$ cat src/rtl/tank_ctrl_pkg.sv
// Shared types for the tank level controller: state codes, band indices,
// pump/indicator drive payload and counter sizing helpers.
package tank_ctrl_pkg;

    typedef enum logic [1:0] {
        ST_IDLE  = 2'b00,
        ST_FILL  = 2'b01,
        ST_DRAIN = 2'b10,
        ST_FAULT = 2'b11
    } state_t;

    localparam int unsigned BAND_L = 0;
    localparam int unsigned BAND_M = 1;
    localparam int unsigned BAND_H = 2;
    localparam int unsigned BAND_N = 3;

    typedef struct packed {
        logic pump1;
        logic pump2;
        logic trend;
        logic alarm;
    } drive_t;

    // Bits needed to hold max_val; never less than one.
    function automatic int unsigned cnt_width(input int unsigned max_val);
        return (max_val == 0) ? 1 : $clog2(max_val + 1);
    endfunction

    // Pump and indicator levels belonging to each state.
    function automatic drive_t drive_decode(input state_t st);
        drive_t d;
        d.pump1 = (st == ST_FILL);
        d.pump2 = (st == ST_DRAIN);
        d.trend = (st == ST_FILL);
        d.alarm = (st == ST_FAULT);
        return d;
    endfunction

endpackage

$ cat src/rtl/tank_level_ctrl_lvl_avg4.sv
// Four-tap moving average of the level sample, one cycle of latency.
// Only instantiated when TANK_LVL_FILTER_EN is defined.
module lvl_avg4 #(
    parameter int unsigned LVL_W = 8
) (
    input  logic             CLK100MHZ,
    input  logic             rst,
    input  logic [LVL_W-1:0] lvl_in,
    output logic [LVL_W-1:0] lvl_avg
);

    localparam int unsigned SUM_W = LVL_W + 2;

    logic [LVL_W-1:0] tap1;
    logic [LVL_W-1:0] tap2;
    logic [LVL_W-1:0] tap3;
    logic [SUM_W-1:0] sum_c;

    assign sum_c = SUM_W'(lvl_in) + SUM_W'(tap1) + SUM_W'(tap2) + SUM_W'(tap3);

    always_ff @(posedge CLK100MHZ or posedge rst) begin
        if (rst) begin
            tap1    <= '0;
            tap2    <= '0;
            tap3    <= '0;
            lvl_avg <= '0;
        end else begin
            tap1    <= lvl_in;
            tap2    <= tap1;
            tap3    <= tap2;
            lvl_avg <= sum_c[SUM_W-1:2];
        end
    end

endmodule

$ cat src/rtl/tank_level_ctrl.sv
// Fill/drain pump controller with hysteresis, minimum dwell, stall watchdog
// and level band flags. Define TANK_LVL_FILTER_EN to add a 4-tap level average.
module tank_level_ctrl
    import tank_ctrl_pkg::*;
#(
    parameter int unsigned LVL_W     = 8,
    parameter int unsigned LOW_TH    = 20,
    parameter int unsigned MID_TH    = 50,
    parameter int unsigned HIGH_TH   = 90,
    parameter int unsigned MIN_DWELL = 16,
    parameter int unsigned STALL_CYC = 1000
) (
    input  logic             CLK100MHZ,
    input  logic             rst,
    input  logic [LVL_W-1:0] water_lvl,
    input  logic             fault_clr,
    output logic             pump1_ctrl,
    output logic             pump2_ctrl,
    output logic             L,
    output logic             M,
    output logic             H,
    output logic             water_trend,
    output logic             alarm,
    output logic [1:0]       state_o,
    output logic [LVL_W-1:0] water_lvl_indicator
);

    localparam int unsigned DWELL_W = cnt_width(MIN_DWELL - 1);
    localparam int unsigned STALL_W = cnt_width(STALL_CYC - 1);
`ifdef TANK_LVL_FILTER_EN
    localparam int unsigned VLD_D = 2;
`else
    localparam int unsigned VLD_D = 1;
`endif

    localparam logic [LVL_W-1:0]   LOW_LVL    = LVL_W'(LOW_TH);
    localparam logic [LVL_W-1:0]   MID_LVL    = LVL_W'(MID_TH);
    localparam logic [LVL_W-1:0]   HIGH_LVL   = LVL_W'(HIGH_TH);
    localparam logic [DWELL_W-1:0] DWELL_LOAD = DWELL_W'(MIN_DWELL - 1);
    localparam logic [STALL_W-1:0] STALL_LAST = STALL_W'(STALL_CYC - 1);

    logic [LVL_W-1:0]   lvl_q;
    logic [LVL_W-1:0]   lvl_use;
    logic [VLD_D-1:0]   vld_sr;
    logic               lvl_vld;
    logic [BAND_N-1:0]  band_q;
    state_t             state;
    drive_t             drive_q;
    logic [DWELL_W-1:0] dwell_cnt;
    logic [STALL_W-1:0] stall_cnt;
    logic [LVL_W-1:0]   ref_lvl;

    logic               progress_c;
    logic               stall_c;
    logic               turn_c;
    state_t             entry_c;
    state_t             rev_c;

    // Input sample register; vld_sr marks when the decision level is meaningful.
    always_ff @(posedge CLK100MHZ or posedge rst) begin
        if (rst) begin
            lvl_q  <= '0;
            vld_sr <= '0;
        end else begin
            lvl_q  <= water_lvl;
            vld_sr <= VLD_D'({vld_sr, 1'b1});
        end
    end

    assign lvl_vld = vld_sr[VLD_D-1];

`ifdef TANK_LVL_FILTER_EN
    lvl_avg4 #(.LVL_W(LVL_W)) u_lvl_avg4 (
        .CLK100MHZ (CLK100MHZ),
        .rst       (rst),
        .lvl_in    (lvl_q),
        .lvl_avg   (lvl_use)
    );
`else
    assign lvl_use = lvl_q;
`endif

    // Band flags stay cleared until the first valid level has been seen.
    always_ff @(posedge CLK100MHZ or posedge rst) begin
        if (rst) begin
            band_q <= '0;
        end else begin
            band_q[BAND_L] <= lvl_vld && (lvl_use < MID_LVL);
            band_q[BAND_M] <= lvl_vld && (lvl_use >= MID_LVL) && (lvl_use < HIGH_LVL);
            band_q[BAND_H] <= lvl_vld && (lvl_use >= HIGH_LVL);
        end
    end

    always_comb begin
        progress_c = 1'b0;
        turn_c     = 1'b0;
        rev_c      = ST_FILL;
        entry_c    = (lvl_use >= HIGH_LVL) ? ST_DRAIN : ST_FILL;
        if (state == ST_FILL) begin
            progress_c = (lvl_use > ref_lvl);
            turn_c     = (dwell_cnt == '0) && (lvl_use >= HIGH_LVL);
            rev_c      = ST_DRAIN;
        end else if (state == ST_DRAIN) begin
            progress_c = (lvl_use < ref_lvl);
            turn_c     = (dwell_cnt == '0) && (lvl_use <= LOW_LVL);
            rev_c      = ST_FILL;
        end
        stall_c = !progress_c && (stall_cnt == STALL_LAST);
    end

    // Control FSM; drive_q is loaded together with the state it belongs to.
    always_ff @(posedge CLK100MHZ or posedge rst) begin
        if (rst) begin
            state     <= ST_IDLE;
            drive_q   <= '0;
            dwell_cnt <= '0;
            stall_cnt <= '0;
            ref_lvl   <= '0;
        end else begin
            case (state)
                ST_IDLE: begin
                    if (lvl_vld) begin
                        state     <= entry_c;
                        drive_q   <= drive_decode(entry_c);
                        dwell_cnt <= DWELL_LOAD;
                        stall_cnt <= '0;
                        ref_lvl   <= lvl_use;
                    end
                end
                ST_FILL, ST_DRAIN: begin
                    if (stall_c) begin
                        state   <= ST_FAULT;
                        drive_q <= drive_decode(ST_FAULT);
                    end else if (turn_c) begin
                        state     <= rev_c;
                        drive_q   <= drive_decode(rev_c);
                        dwell_cnt <= DWELL_LOAD;
                        stall_cnt <= '0;
                        ref_lvl   <= lvl_use;
                    end else begin
                        if (dwell_cnt != '0) begin
                            dwell_cnt <= dwell_cnt - DWELL_W'(1);
                        end
                        if (progress_c) begin
                            ref_lvl   <= lvl_use;
                            stall_cnt <= '0;
                        end else begin
                            stall_cnt <= stall_cnt + STALL_W'(1);
                        end
                    end
                end
                ST_FAULT: begin
                    if (fault_clr) begin
                        state   <= ST_IDLE;
                        drive_q <= drive_decode(ST_IDLE);
                    end
                end
                default: begin
                    state   <= ST_IDLE;
                    drive_q <= '0;
                end
            endcase
        end
    end

    assign pump1_ctrl          = drive_q.pump1;
    assign pump2_ctrl          = drive_q.pump2;
    assign water_trend         = drive_q.trend;
    assign alarm               = drive_q.alarm;
    assign state_o             = state;
    assign L                   = band_q[BAND_L];
    assign M                   = band_q[BAND_M];
    assign H                   = band_q[BAND_H];
    assign water_lvl_indicator = lvl_use;

endmodule

$ cat config.mk
export PLATFORM = sky130hd
export DESIGN_NAME = tank_level_ctrl
export DESIGN_NICKNAME = d
export VERILOG_FILES = /design/src/rtl/tank_ctrl_pkg.sv /design/src/rtl/tank_level_ctrl_lvl_avg4.sv /design/src/rtl/tank_level_ctrl.sv
export SDC_FILE = /design/constraint.sdc
export NUM_CORES = 1
export LEC_CHECK = 0
export CAP_MARGIN = 40
export CORE_AREA = 2 2 76 78
export CTS_BUF_LIST = sky130_fd_sc_hd__clkbuf_8
export DETAILED_ROUTE_END_ITERATION = 16
export DIE_AREA = 0 0 78 80
export SYNTH_ARGS = -nofsm -noshare
export SYNTH_HDL_FRONTEND = slang
export SYNTH_SLANG_ARGS = --single-unit
$ cat constraint.sdc
create_clock -name CLK100MHZ -period 2.65 [get_ports CLK100MHZ]
set_input_delay 0.53 -clock CLK100MHZ [delete_from_list [all_inputs] [get_ports CLK100MHZ]]
set_output_delay 0.53 -clock CLK100MHZ [all_outputs]
set_load 0.03 [all_outputs]
# Word-level counts from Yosys, hierarchy flattened
# Cells that the tools add are included.
# word_totals
latch_bits	0
rom_bits	0
elab_cells	84
mem_count	0
ff_bits	40
mem_bits_rw	0
inputBits	11
# op_classes
n_reduce_logical	17
n_bitwise	0
n_div	0
eq_ne	16
multipliers	0
mux	31
addsub	2
n_lt_le_gt_ge	7
shift	0
# ops
op	count
$mux 10	4
$mux 4	8
$mux 8	4
$pmux 10 s2	1
$pmux 8 s2	1
$eq 2x2->1 const B	6
$mux 2	6
$pmux 4 s3	1
$add 10x1->10 const B	1
$eq 10x10->1 const B	1
$ne 3x3->1 const B	3
$ge 8x6->1 const B	1
$ge 8x7->1 const B	1
$gt 8x8->1	1
$le 8x5->1 const B	1
$lt 8x6->1 const B	1
$lt 8x7->1 const B	1
$lt 8x8->1	1
$pmux 4 s2	1
$reduce_and 4->1	2
$logic_and 1x1->1	7
$eq 2x1->1 const B	3
$ne 2x2->1 const B	3
$pmux 2 s3	1
9 further kinds	13

# Logic depth before layout (Yosys ltp)
# Gate-level depths: netlist of run 1.
# depth
word_depth	7
ltp_mapped	10

# Least setup slack after synthesis of run 1
# No wires, ideal clock.
# synth_timing
path_type	register -> register
start	reg state[1] (netlist: state_o[1])
end	reg ref_lvl[0]
path_stages_with_launch	10
synth_period_minus_slack_ns	2.575
setup_slack_ns	0.075
arrival_ns	2.451
setup_time_ns	0.125
cell_sequence	dfrtp_1 inv_1 ha_1 buf_2 nor2b_1 o211ai_1 o221a_2 buf_2 a211oi_4 mux2_2
# synth_via
elab_chain_len	7
elab_cells_between_ends	18
cone_classes	5 x eq/ne; 7 x mux; 6 x reduce/logical
# synth_rtl
element	line	text
from (decl)	tank_level_ctrl.sv:47	state_t state;
from (signal assigned)	tank_level_ctrl.sv:123	state <= entry_c;
from (signal assigned)	tank_level_ctrl.sv:135	state <= rev_c;
$eq 2x2->1	tank_level_ctrl.sv:103, tank_level_ctrl.sv:120	
$mux 1	tank_level_ctrl.sv:103	end else if (state == ST_DRAIN) begin
$mux 1	tank_level_ctrl.sv:99	if (state == ST_FILL) begin
$logic_not 1->1	tank_level_ctrl.sv:108	stall_c = !progress_c && (stall_cnt == STALL_LAST);
$logic_and 1x1->1	tank_level_ctrl.sv:108	
$ne 2x2->1 (no source line)	-	
$reduce_and 4->1 (no source line)	-	
to (signal assigned)	tank_level_ctrl.sv:127	ref_lvl <= lvl_use;
to (signal assigned)	tank_level_ctrl.sv:139	ref_lvl <= lvl_use;
to (signal assigned)	tank_level_ctrl.sv:145	ref_lvl <= lvl_use;
to (decl)	tank_level_ctrl.sv:51	logic [LVL_W-1:0] ref_lvl;
# Parallel ways exist; a longest one is shown, timed or not. The select of a mux whose other input is x is not followed.
# A chain may end at the register's enable or synchronous reset.

# Worst setup path after layout of run 1
# layout_timing
start	reg lvl_q[7] (netlist: water_lvl_indicator[7])
end	reg ref_lvl[1]
# layout_via
elab_chain_len	7
elab_cells_between_ends	18
cone_classes	4 x order compare; 2 x eq/ne; 7 x mux; 5 x reduce/logical
# layout_rtl
element	line	text
from (decl)	tank_level_ctrl.sv:42	logic [LVL_W-1:0] lvl_q;
from (signal assigned)	tank_level_ctrl.sv:65	lvl_q <= water_lvl;
$le 8x5->1 / $lt 8x8->1 (equally long branches)	tank_level_ctrl.sv:105, tank_level_ctrl.sv:104	
$logic_and 1x1->1 / $mux 1 (equally long branches)	tank_level_ctrl.sv:105, tank_level_ctrl.sv:103	
$mux 1 (on tied branches)	tank_level_ctrl.sv:103, tank_level_ctrl.sv:99	
$mux 1 / $logic_not 1->1 (equally long branches)	tank_level_ctrl.sv:99, tank_level_ctrl.sv:108	
$mux 8 / $logic_and 1x1->1 (equally long branches)	tank_level_ctrl.sv:134, tank_level_ctrl.sv:108	
$mux 8 / $ne 2x2->1 (equally long branches)	-	
$pmux 8 s2 / $reduce_and 4->1 (equally long branches)	-	
# Parallel ways exist; a longest one is shown, timed or not. The select of a mux whose other input is x is not followed.

==> key figures, run 1 <==
Flow run
  – Max cap viols: 0

Yosys
  – Synth cell count leaders: 39 x dfrtp_1, 19 x inv_1, 16 x nand2_1, 15 x ha_1, 14 x a21oi_1
  – Dominant synthesized flop cell: dfrtp_1
  – Largest cells by area after synthesis: dfrtp_1 44%, ha_1 8.4%, mux2_2 4.0%
  – Synth Register Bits: 39
  – Share of the synthesized area in the top cell type: a little over two fifths
  – Number of synthesis warnings: 0
  – Post-synthesis sequential area ratio: 43.8%
  – Yosys cell types: 51
  – Average cell area after synthesis: 10.3 µm²
  – Post-synth EDFFs: 0
  – Syn Std Cell Area: around 0.0022 mm²
  – Net count after synthesis: 243
  – Synth area leader: dfrtp_1
  – Cells after Synth: 217
  – Async S/R FF share, synth: 100%
  – Count leader, synth: dfrtp_1

Floorplan
  – Starting density of the core: roughly 40%
  – # IOs: 28
  – Core area: 0.00541 mm²
  – Die area: between 0.006 and 0.007 mm²
  – Die height: 80 µm
  – Die Wd: a little under 80 µm
  – Row cnt: 27

GRT
  – Met2 Usage GRT: roughly a quarter
  – Met1 track utilization from global routing: 23.0%
  – Initial antenna violation count: 0
  – Met3 Usage GRT: ~3.4%
  – Vias in the first global route: 1704
  – Busiest grt layer: met2
  – Total gr overflow: 0
  – Largest net degree at the start of global routing: 40
  – Global-route usage over all layers: about 16%
  – Global-route wire length before repair: slightly above 8 mm

CTS
  – CTS tree: built
  – CTS Hold Bufs: 0
  – Root Buffer: clkbuf_8
  – CTS Buffer Depth: 2
  – Clk sink count: 39
  – Num CTS Buffers: 5
  – H-tree depth: 2
  – Worst skew pair latency: 0.29 ns
  – Clock transition at path regs: 0.08 ns

Detailed routing
  – Via count: between 1500 and 2000
  – DRT Pass-1 Iters: 4
  – Drt wl/cell: about 14 µm
  – Post-Route WL: around 4.5 mm
  – Residual DRC: 0
  – DR iter-0 viols: between 80 and 90
  – Via-per-instance ratio: ~5.2
  – Routed Antenna Nets: 0

Cells and area
  – P&R area growth vs syn: 23.2%
  – Final layout net count: between 200 and 300
  – Share of layout cells above drive strength 1: between 15 and 20%
  – Final cell count without fillers: about 330
  – ANT cells: 0
  – Layout Utilization: 50.8%

Place
  – Final HPWL DP: around 3.3 mm
  – Port bufs: 27
  – GPL Wtd Cong: between 0.8 and 0.9
  – Dpl cells: 322

Pwr
  – Lkg Pwr: roughly 1.2 nW
  – Cell Pwr Density: between 1000 and 1500 mW/mm²
  – VDD IR max: roughly 400 µV

STA
  – Rel. slew slack: between 60% and 70%
  – Fin crit share: between 90 and 100%
  – Max frequency: 0.404 GHz
  – Setup_tns: 0 ns
  – Final setup vio count: 0
  – Smallest hold slack: roughly 0.5 ns
  – Unrepaired setup endpoints after global routing: false
  – Layout Skew: roughly 0.0089 ns
  – Hold Violations, Final: 0
  – Slew Limit Fails: 0
  – Tmin final: about 2.5 ns
  – Slew @ Worst Pin: ~0.55 ns

Setup path
  – CP endpoint kind: flip-flop
  – Worst Setup Start Kind: flip-flop
  – Crit path required time: 2.82 ns
  – Setup Crit Path Kind: reg2reg
  – Arrival @ worst endpoint: 2.65 ns
  – Max FO, Critical Path: 8

Status
  – Status: finished, final reports clean

Hold path
  – Hold Crit Class: reg2reg
[layout by cell type (no fill, tap or decap), drive strengths merged, types with 3 or more instances in the layout]
master	count
mux2	9
buf	15
nor3	10
dfrtp	39
clkbuf	5
mux2i	4
o31ai	3
a211oi	4
and4	3
o2bb2ai	8
nor2b	4
o21ai	7
clkdlybuf4s50	27
nor2	10
ha	15
inv	21
nand2	17
a21oi	14
and2	4
nand3	7
[where the power goes]
group / switching (mW) / leakage (nW) / internal (mW)
Combinational: 0.978 / 0.664 / 0.816
Sequential: 0.104 / 0.478 / 0.748
Clock: 0.202 / 0.0505 / 0.177
[per-stage QoR]
step	area, µm²	setup slack [ns]	power [mW]
detailed placement	2640	0.129	2.64
finish	2740	0.172	3.03
floorplan	2230	0.0746	2.17
CTS	2720	0.106	3.04
global route	2740	0.0200	3.28
global placement	2640	0.161	2.62
[critical path, stage by stage (launching register included)]
cell	delay, ns
dfrtp_1	0.45
ha_1	0.35
nand2_1	0.06
o21ai_0	0.29
o211a_1	0.35
a2111oi_4	0.09
a211oi_4	0.27
buf_12	0.16
mux2_2	0.33
[final timing paths]
path,end,startpoint,slack [ns],cells past startpoint
worst max-delay path,ref_lvl[1],water_lvl_indicator[7],0.17,8
min in group asynchronous,dwell_cnt[0],rst,0.65,3
max in group asynchronous,state_o[0],rst,1.66,3
worst min-delay path,alarm,alarm,0.49,1
worst max register to register,ref_lvl[1],water_lvl_indicator[7],0.17,8
worst min register to register,alarm,alarm,0.49,1
[registers in the layout, indices dropped and copies added (netlist names)]
signal and count:
water_lvl_indicator 8, pump2_ctrl 1, lvl_vld 1, stall_cnt 10, band_q 3, alarm 1, pump1_ctrl 1, state_o 2
ref_lvl 8, dwell_cnt 4
[what timing repair did]
action	4_1_cts	5_1_grt
resized for setup	0	3
buffers inserted	0	1
setup endpoints to repair	0	22
[metal layers]
layer / up-vias / wire [µm]
li1: 868 / -
met1: 812 / 2290
met2: 32 / 2010
met3: 6 / 175
met4: 0 / 64
met5: - / 0
[final cells by class]
type	count	area, µm²
Clock inverter	3	12.5
Tap cell	72	90.1
Inverter	19	71.3
Timing Repair Buffer	42	395
Clock buffer	5	68.8
Multi-Input combinational cell	151	1130
Sequential cell	39	976
Fill cell	522	2660
[logic make-up (layout without fill, tap and decap cells)]
kind of cell / Yosys count / count (layout) / share of synthesized area [%]
AND/OR/NAND/NOR: 67 / 67 / 15.7
AO/OA/AOI/OAI: 55 / 55 / 19.5
flip-flops: 39 / 39 / 43.8
buffers and inverters: 27 / 69 / 6.01
adder cells (fa/ha/maj): 15 / 15 / 8.43
multiplexers: 13 / 13 / 6.35
other: 1 / 1 / 0.168
Power figures use the tool's default switching activity.
==> run 2: changes to the inputs <==
--- a/config.mk
+++ b/config.mk
@@ -5,7 +5,6 @@
 export SDC_FILE = /design/constraint.sdc
 export NUM_CORES = 1
 export LEC_CHECK = 0
-export CAP_MARGIN = 40
 export CORE_AREA = 2 2 76 78
 export CTS_BUF_LIST = sky130_fd_sc_hd__clkbuf_8
 export DETAILED_ROUTE_END_ITERATION = 16
==> results of run 2 <==
No change in the layout: final DEF, timing and power equal those of run 1.
